File: src/rtl/imem_loader_if.sv
// Byte-stream input and imem/CPU-control outputs of the instruction-memory loader.
// Handshake: a byte transfers on a rising clk edge where in_valid && in_ready are both high.
interface imem_loader_if #(
    parameter int ADDR_W = 10
);
    logic              in_valid;
    logic [7:0]        in_data;
    logic              in_ready;
    logic              imem_we;
    logic [ADDR_W-1:0] imem_waddr;
    logic [31:0]       imem_wdata;
    logic              cpu_rst;
    logic              done;
    logic              error;

    modport master (
        output in_valid, in_data,
        input  in_ready, imem_we, imem_waddr, imem_wdata, cpu_rst, done, error
    );

    modport slave (
        input  in_valid, in_data,
        output in_ready, imem_we, imem_waddr, imem_wdata, cpu_rst, done, error
    );
endinterface

File: src/rtl/imem_loader.sv
// Loads a length-prefixed little-endian program into imem, holding the CPU in reset
// until every word has been written.
module imem_loader #(
    parameter int DEPTH     = 1024,
    parameter int ADDR_W    = 10,
    parameter int BASE_ADDR = 0
) (
    input  logic         clk,
    input  logic         rst,
    imem_loader_if.slave bus,
    output logic [2:0]   dbg_state
);
    typedef enum logic [2:0] {
        S_HDR0, S_HDR1, S_CHK, S_DATA, S_WRITE, S_DONE, S_ERR
    } state_t;

    localparam logic [16:0] DEPTH_L = 17'(DEPTH);

    state_t      state, state_d;
    logic [15:0] n_q;
    logic [15:0] idx_q;
    logic [1:0]  bcnt_q;
    logic [23:0] asm_q;
    logic        accept;
    logic        last_word;

    assign bus.in_ready = !rst && (state == S_HDR0 || state == S_HDR1 || state == S_DATA);
    assign accept       = bus.in_valid && bus.in_ready;
    assign last_word    = (idx_q == n_q - 16'd1);
    assign dbg_state    = state;

    always_comb begin
        state_d = state;
        case (state)
            S_HDR0:  if (accept) state_d = S_HDR1;
            S_HDR1:  if (accept) state_d = S_CHK;
            S_CHK: begin
                if (n_q == 16'd0)               state_d = S_DONE;
                else if ({1'b0, n_q} > DEPTH_L) state_d = S_ERR;
                else                            state_d = S_DATA;
            end
            S_DATA:  if (accept && bcnt_q == 2'd3) state_d = S_WRITE;
            S_WRITE: state_d = last_word ? S_DONE : S_DATA;
            S_DONE:  state_d = S_DONE;
            S_ERR:   state_d = S_ERR;
            default: state_d = S_HDR0;
        endcase
    end

    always_ff @(posedge clk) begin
        if (rst) begin
            state          <= S_HDR0;
            n_q            <= '0;
            idx_q          <= '0;
            bcnt_q         <= '0;
            asm_q          <= '0;
            bus.imem_we    <= 1'b0;
            bus.imem_waddr <= ADDR_W'(BASE_ADDR);
            bus.imem_wdata <= '0;
            bus.cpu_rst    <= 1'b1;
            bus.done       <= 1'b0;
            bus.error      <= 1'b0;
        end else begin
            state       <= state_d;
            bus.imem_we <= 1'b0;
            if (accept) begin
                case (state)
                    S_HDR0: n_q[7:0]  <= bus.in_data;
                    S_HDR1: n_q[15:8] <= bus.in_data;
                    S_DATA: begin
                        bcnt_q <= bcnt_q + 2'd1;
                        case (bcnt_q)
                            2'd0: asm_q[7:0]   <= bus.in_data;
                            2'd1: asm_q[15:8]  <= bus.in_data;
                            2'd2: asm_q[23:16] <= bus.in_data;
                            default: begin
                                // Final byte goes straight into the write data so the
                                // strobe lands in the cycle right after this handshake.
                                bus.imem_we    <= 1'b1;
                                bus.imem_waddr <= ADDR_W'(BASE_ADDR) + idx_q[ADDR_W-1:0];
                                bus.imem_wdata <= {bus.in_data, asm_q};
                            end
                        endcase
                    end
                    default: ;
                endcase
            end
            if (state == S_WRITE && !last_word) idx_q <= idx_q + 16'd1;
            // Status flags track the state being entered, so they change on the same edge.
            bus.done    <= (state_d == S_DONE);
            bus.error   <= (state_d == S_ERR);
            bus.cpu_rst <= (state_d != S_DONE);
        end
    end
endmodule
File: src/flat_wrapper.sv
// flat-port wrapper written by rule: the top's interface ports become plain ports
module imem_loader_flat 
#(
    parameter int DEPTH     = 1024,
    parameter int ADDR_W    = 10,
    parameter int BASE_ADDR = 0
)
  (clk, rst, dbg_state, bus_in_valid, bus_in_data, bus_in_ready, bus_imem_we, bus_imem_waddr, bus_imem_wdata, bus_cpu_rst, bus_done, bus_error);
  imem_loader_if #(.ADDR_W(ADDR_W)) bus_i ();
  input  logic clk;
  input  logic rst;
  output logic [2:0] dbg_state;
  input wire logic [$bits(bus_i.in_valid)-1:0] bus_in_valid;
  input wire logic [$bits(bus_i.in_data)-1:0] bus_in_data;
  output wire logic [$bits(bus_i.in_ready)-1:0] bus_in_ready;
  output wire logic [$bits(bus_i.imem_we)-1:0] bus_imem_we;
  output wire logic [$bits(bus_i.imem_waddr)-1:0] bus_imem_waddr;
  output wire logic [$bits(bus_i.imem_wdata)-1:0] bus_imem_wdata;
  output wire logic [$bits(bus_i.cpu_rst)-1:0] bus_cpu_rst;
  output wire logic [$bits(bus_i.done)-1:0] bus_done;
  output wire logic [$bits(bus_i.error)-1:0] bus_error;
  assign bus_i.in_valid = bus_in_valid;
  assign bus_i.in_data = bus_in_data;
  assign bus_in_ready = bus_i.in_ready;
  assign bus_imem_we = bus_i.imem_we;
  assign bus_imem_waddr = bus_i.imem_waddr;
  assign bus_imem_wdata = bus_i.imem_wdata;
  assign bus_cpu_rst = bus_i.cpu_rst;
  assign bus_done = bus_i.done;
  assign bus_error = bus_i.error;
  imem_loader #(.DEPTH(DEPTH), .ADDR_W(ADDR_W), .BASE_ADDR(BASE_ADDR)) u_core (.clk(clk), .rst(rst), .bus(bus_i), .dbg_state(dbg_state));
endmodule
File: config.mk
export PLATFORM = sky130hd
export DESIGN_NAME = imem_loader_flat
export DESIGN_NICKNAME = d
export VERILOG_FILES = /design/src/rtl/imem_loader_if.sv /design/src/rtl/imem_loader.sv /design/src/flat_wrapper.sv
export SDC_FILE = /design/constraint.sdc
export NUM_CORES = 1
export LEC_CHECK = 0
export ABC_AREA = 0
export CAP_MARGIN = 20
export CORE_ASPECT_RATIO = 0.6
export CORE_MARGIN = 5
export CORE_UTILIZATION = 50
export DETAILED_ROUTE_END_ITERATION = 12
export PLACE_DENSITY = 0.84
export SYNTH_ARGS = -nofsm -noshare
export SYNTH_HDL_FRONTEND = slang
export SYNTH_SLANG_ARGS = --single-unit
File: constraint.sdc
create_clock -name clk -period 2.8 [get_ports clk]
set_input_delay 0.56 -clock clk [delete_from_list [all_inputs] [get_ports clk]]
set_output_delay 0.56 -clock clk [all_outputs]
set_load 0.05 [all_outputs]
==> out/metrics.yaml <==
io_pins: 61
ys_ff_latch: 107
rows: 27
maxCapViolations: 0
antenna_left: 0
final_cell_count_no_fill: 768
numCtsBuffers: 9
port_buffers: 60
vdd_drop_max_mv: 0.279
worstSetupPathType: "register to register"
rsz0062_at_grt: "true"
antennaDiodeCount: 0
fin_crit_ps: 2720
fin_skew_ps: 5.26
drt_first_pass_iters: 5
ys_seq_area_frac: 0.450
slew_viol_final: 0
grt_pass1_vias: 3840
wl_per_cell_um: 15.6
fp.dieH_um: 85.6
cts_tree: "yes"
clock_latency_ps: 340
clock-sinks: 107
holdCritPathClass: "register to register"
chipWidth_um: 136
dieArea_um2: 11600
critPathRequiredTime_ps: 3000
grt_remaining_overflow: 0
grt_max_degree: 78
hold_ws_ps: 452
ys.flop_type: "dfxtp_1"
cp-start-kind: "register"
synth.distinct_cells: 56
cp-end-kind: "register"
ys_async_sr_fraction: 0
finalHoldViolCount: 0
cp.arrival_ps: 2920
antenna_found_initial: 0
dr.first_iter.drc_count: 437
power_w: 0.00324
floorplan.initialDensity: 0.516
powerDensity_nw_per_um2: 556
tightest_slew_ps: 761
setup_violations: 0
synth_edf_count: 0
syn_area_um2: 4760
via_count: 4301
drive_gt1_frac: 0.0831
yosys-top-cells-area: "dfxtp_1 (45%), nand2_1 (10%), a21oi_1 (8.7%)"
core_um2: 9220
cts_root_buf: "clkbuf_16"
p_leak_nw: 1.97
relSlewSlack: 0.493
crit_fanout: 28
hpwl_um: 8200
synth_cells: 588
grt_usage: 0.203
timing.final.crit_share: 0.970
drc_errors: 0
synth_warnings: 0
syn_to_final_growth_pct: 22.4
dpl.cell_count: 751
synth_nets: 606
max_freq_ghz: 0.368
yosysTopAreaCell: "dfxtp_1"
synth_top_area_share: 0.450
cts_max_path_buffers: 2
grt_first_pass_wirelength_um: 19300
drt_wl_total_um: 12000
run_status: "completed"
gp_congestion: 0.847
path_clk_slew_ps: 70
syn_area_per_cell_um2: 8.10
cts_max_level: 3
via_per_inst: 5.60
fin_nets: 651
## layout make-up
class | instances | area (µm²)
clock inverters | 4 | 56.3
fillers | 762 | 3390
clock buffers | 12 | 256
repair buffers | 75 | 718
well taps | 130 | 163
multi-input cells | 429 | 2450
inverters | 11 | 41.3
flip-flops and latches | 107 | 2140
## cells in the mapped netlist (2+ instances only)
cell        n
or3_1      12
nand3b_1    2
nand2_1   133
and3_1      6
and2_1      4
nor3_1      9
nand4b_1    2
nor4_2      3
nor2b_1     3
nor4_1      3
buf_2       4
ha_1        7
inv_1      10
a31oi_1     2
clkbuf_1   34
o31ai_1     6
a21oi_1    83
mux2i_1    23
nand3_1    34
nand2b_1    2
or4_1       4
o21ai_0     5
nor2_1     30
xnor2_1     9
dfxtp_1   107
a211oi_1    3
o21ai_1    11
buf_6       3
xor2_1      7
## report_power, final
| group | switching [W] | total, W | internal [W] |
|---|---|---|---|
| Clock | 0.000565 | 0.00132 | 0.000751 |
| Sequential | 0.0000253 | 0.00156 | 0.00153 |
| Combinational | 0.000204 | 0.000362 | 0.000158 |
## flip-flops by register name, indices dropped and copies added (netlist names)
| signal | flops |
|---|---|
| u_core.idx_q | 16 |
| u_core.bus.imem_waddr | 10 |
| u_core.bus.imem_we | 1 |
| u_core.bus.done | 1 |
| u_core.n_q | 16 |
| u_core.bus.cpu_rst | 1 |
| u_core.bus.error | 1 |
| u_core.asm_q | 24 |
| u_core.bcnt_q | 2 |
| u_core.bus.imem_wdata | 32 |
| u_core.dbg_state | 3 |
## final timing paths
check | start | endpoint | slack, ps | cells past startpoint
worst min-delay path | u_core.asm_q[11] | u_core.bus.imem_wdata[11] | 450 | 2
worst min register to register | u_core.asm_q[11] | u_core.bus.imem_wdata[11] | 450 | 2
worst max register to register | u_core.n_q[5] | u_core.idx_q[1] | 80 | 9
worst max-delay path | u_core.n_q[5] | u_core.idx_q[1] | 80 | 9
## through the flow
step	util	setup TNS [ps]	setup slack [ps]	instance area [µm²]
global placement	0.592	0	99.6	5460
CTS	0.626	0	50.9	5780
detailed placement	0.592	0	6.01	5460
floorplan	-	0	34.3	4770
finish	0.632	0	82.8	5830
global route	0.632	-24.7	-11.6	5830
## layer usage
| metal | up-vias | wire, µm | global-route usage |
|---|---|---|---|
| li1 | 2105 | - | - |
| met1 | 2042 | 5630 | 0.288 |
| met2 | 139 | 5440 | 0.314 |
| met3 | 15 | 807 | 0.0475 |
| met4 | 0 | 107 | 0.0503 |
| met5 | - | 0 | 0 |
## cells by family after synthesis
| kind of cell | count (synthesis) | share of synthesized area |
|---|---|---|
| mux | 24 | 0.0507 |
| flops | 107 | 0.450 |
| xor+xnor | 17 | 0.0328 |
| fa+ha+maj | 7 | 0.0184 |
| compound gates | 122 | 0.144 |
| buf+inv | 52 | 0.0468 |
| simple gates | 259 | 0.258 |
## critical path: stages (launching register included)
cell,delay (ps)
dfxtp_1,400
or4_1,700
o21ai_1,220
o2111ai_1,160
nor3_2,220
nand4_2,200
o21ai_2,250
buf_12,190
mux2i_1,190
nor2_1,50
## cells in the final DEF, fill, tap and decap left out, types with 4 or more instances in the layout
| cell | instances |
|---|---|
| o21ai_1 | 11 |
| mux2i_1 | 23 |
| nor2_1 | 30 |
| clkdlybuf4s50_1 | 58 |
| nor3_1 | 7 |
| and3_1 | 6 |
| xor2_1 | 7 |
| a21oi_1 | 82 |
| nand2_1 | 133 |
| inv_1 | 10 |
| o31ai_1 | 5 |
| o21ai_0 | 5 |
| or3_1 | 12 |
| clkbuf_16 | 9 |
| ha_1 | 6 |
| nand3_1 | 34 |
| dfxtp_1 | 106 |
| or4_1 | 4 |
| buf_4 | 15 |
| xnor2_1 | 9 |
| and2_1 | 4 |
## what timing repair did
action                     CTS  global route
setup endpoints to repair    4            18
hold endpoints to repair     0             0
gates resized for setup      1            11
gates cloned                 0             0
hold buffers                 0             0
pin swaps                    0             1
buffers inserted             0             1
No activity file was read; power rests on OpenSTA's default activity.
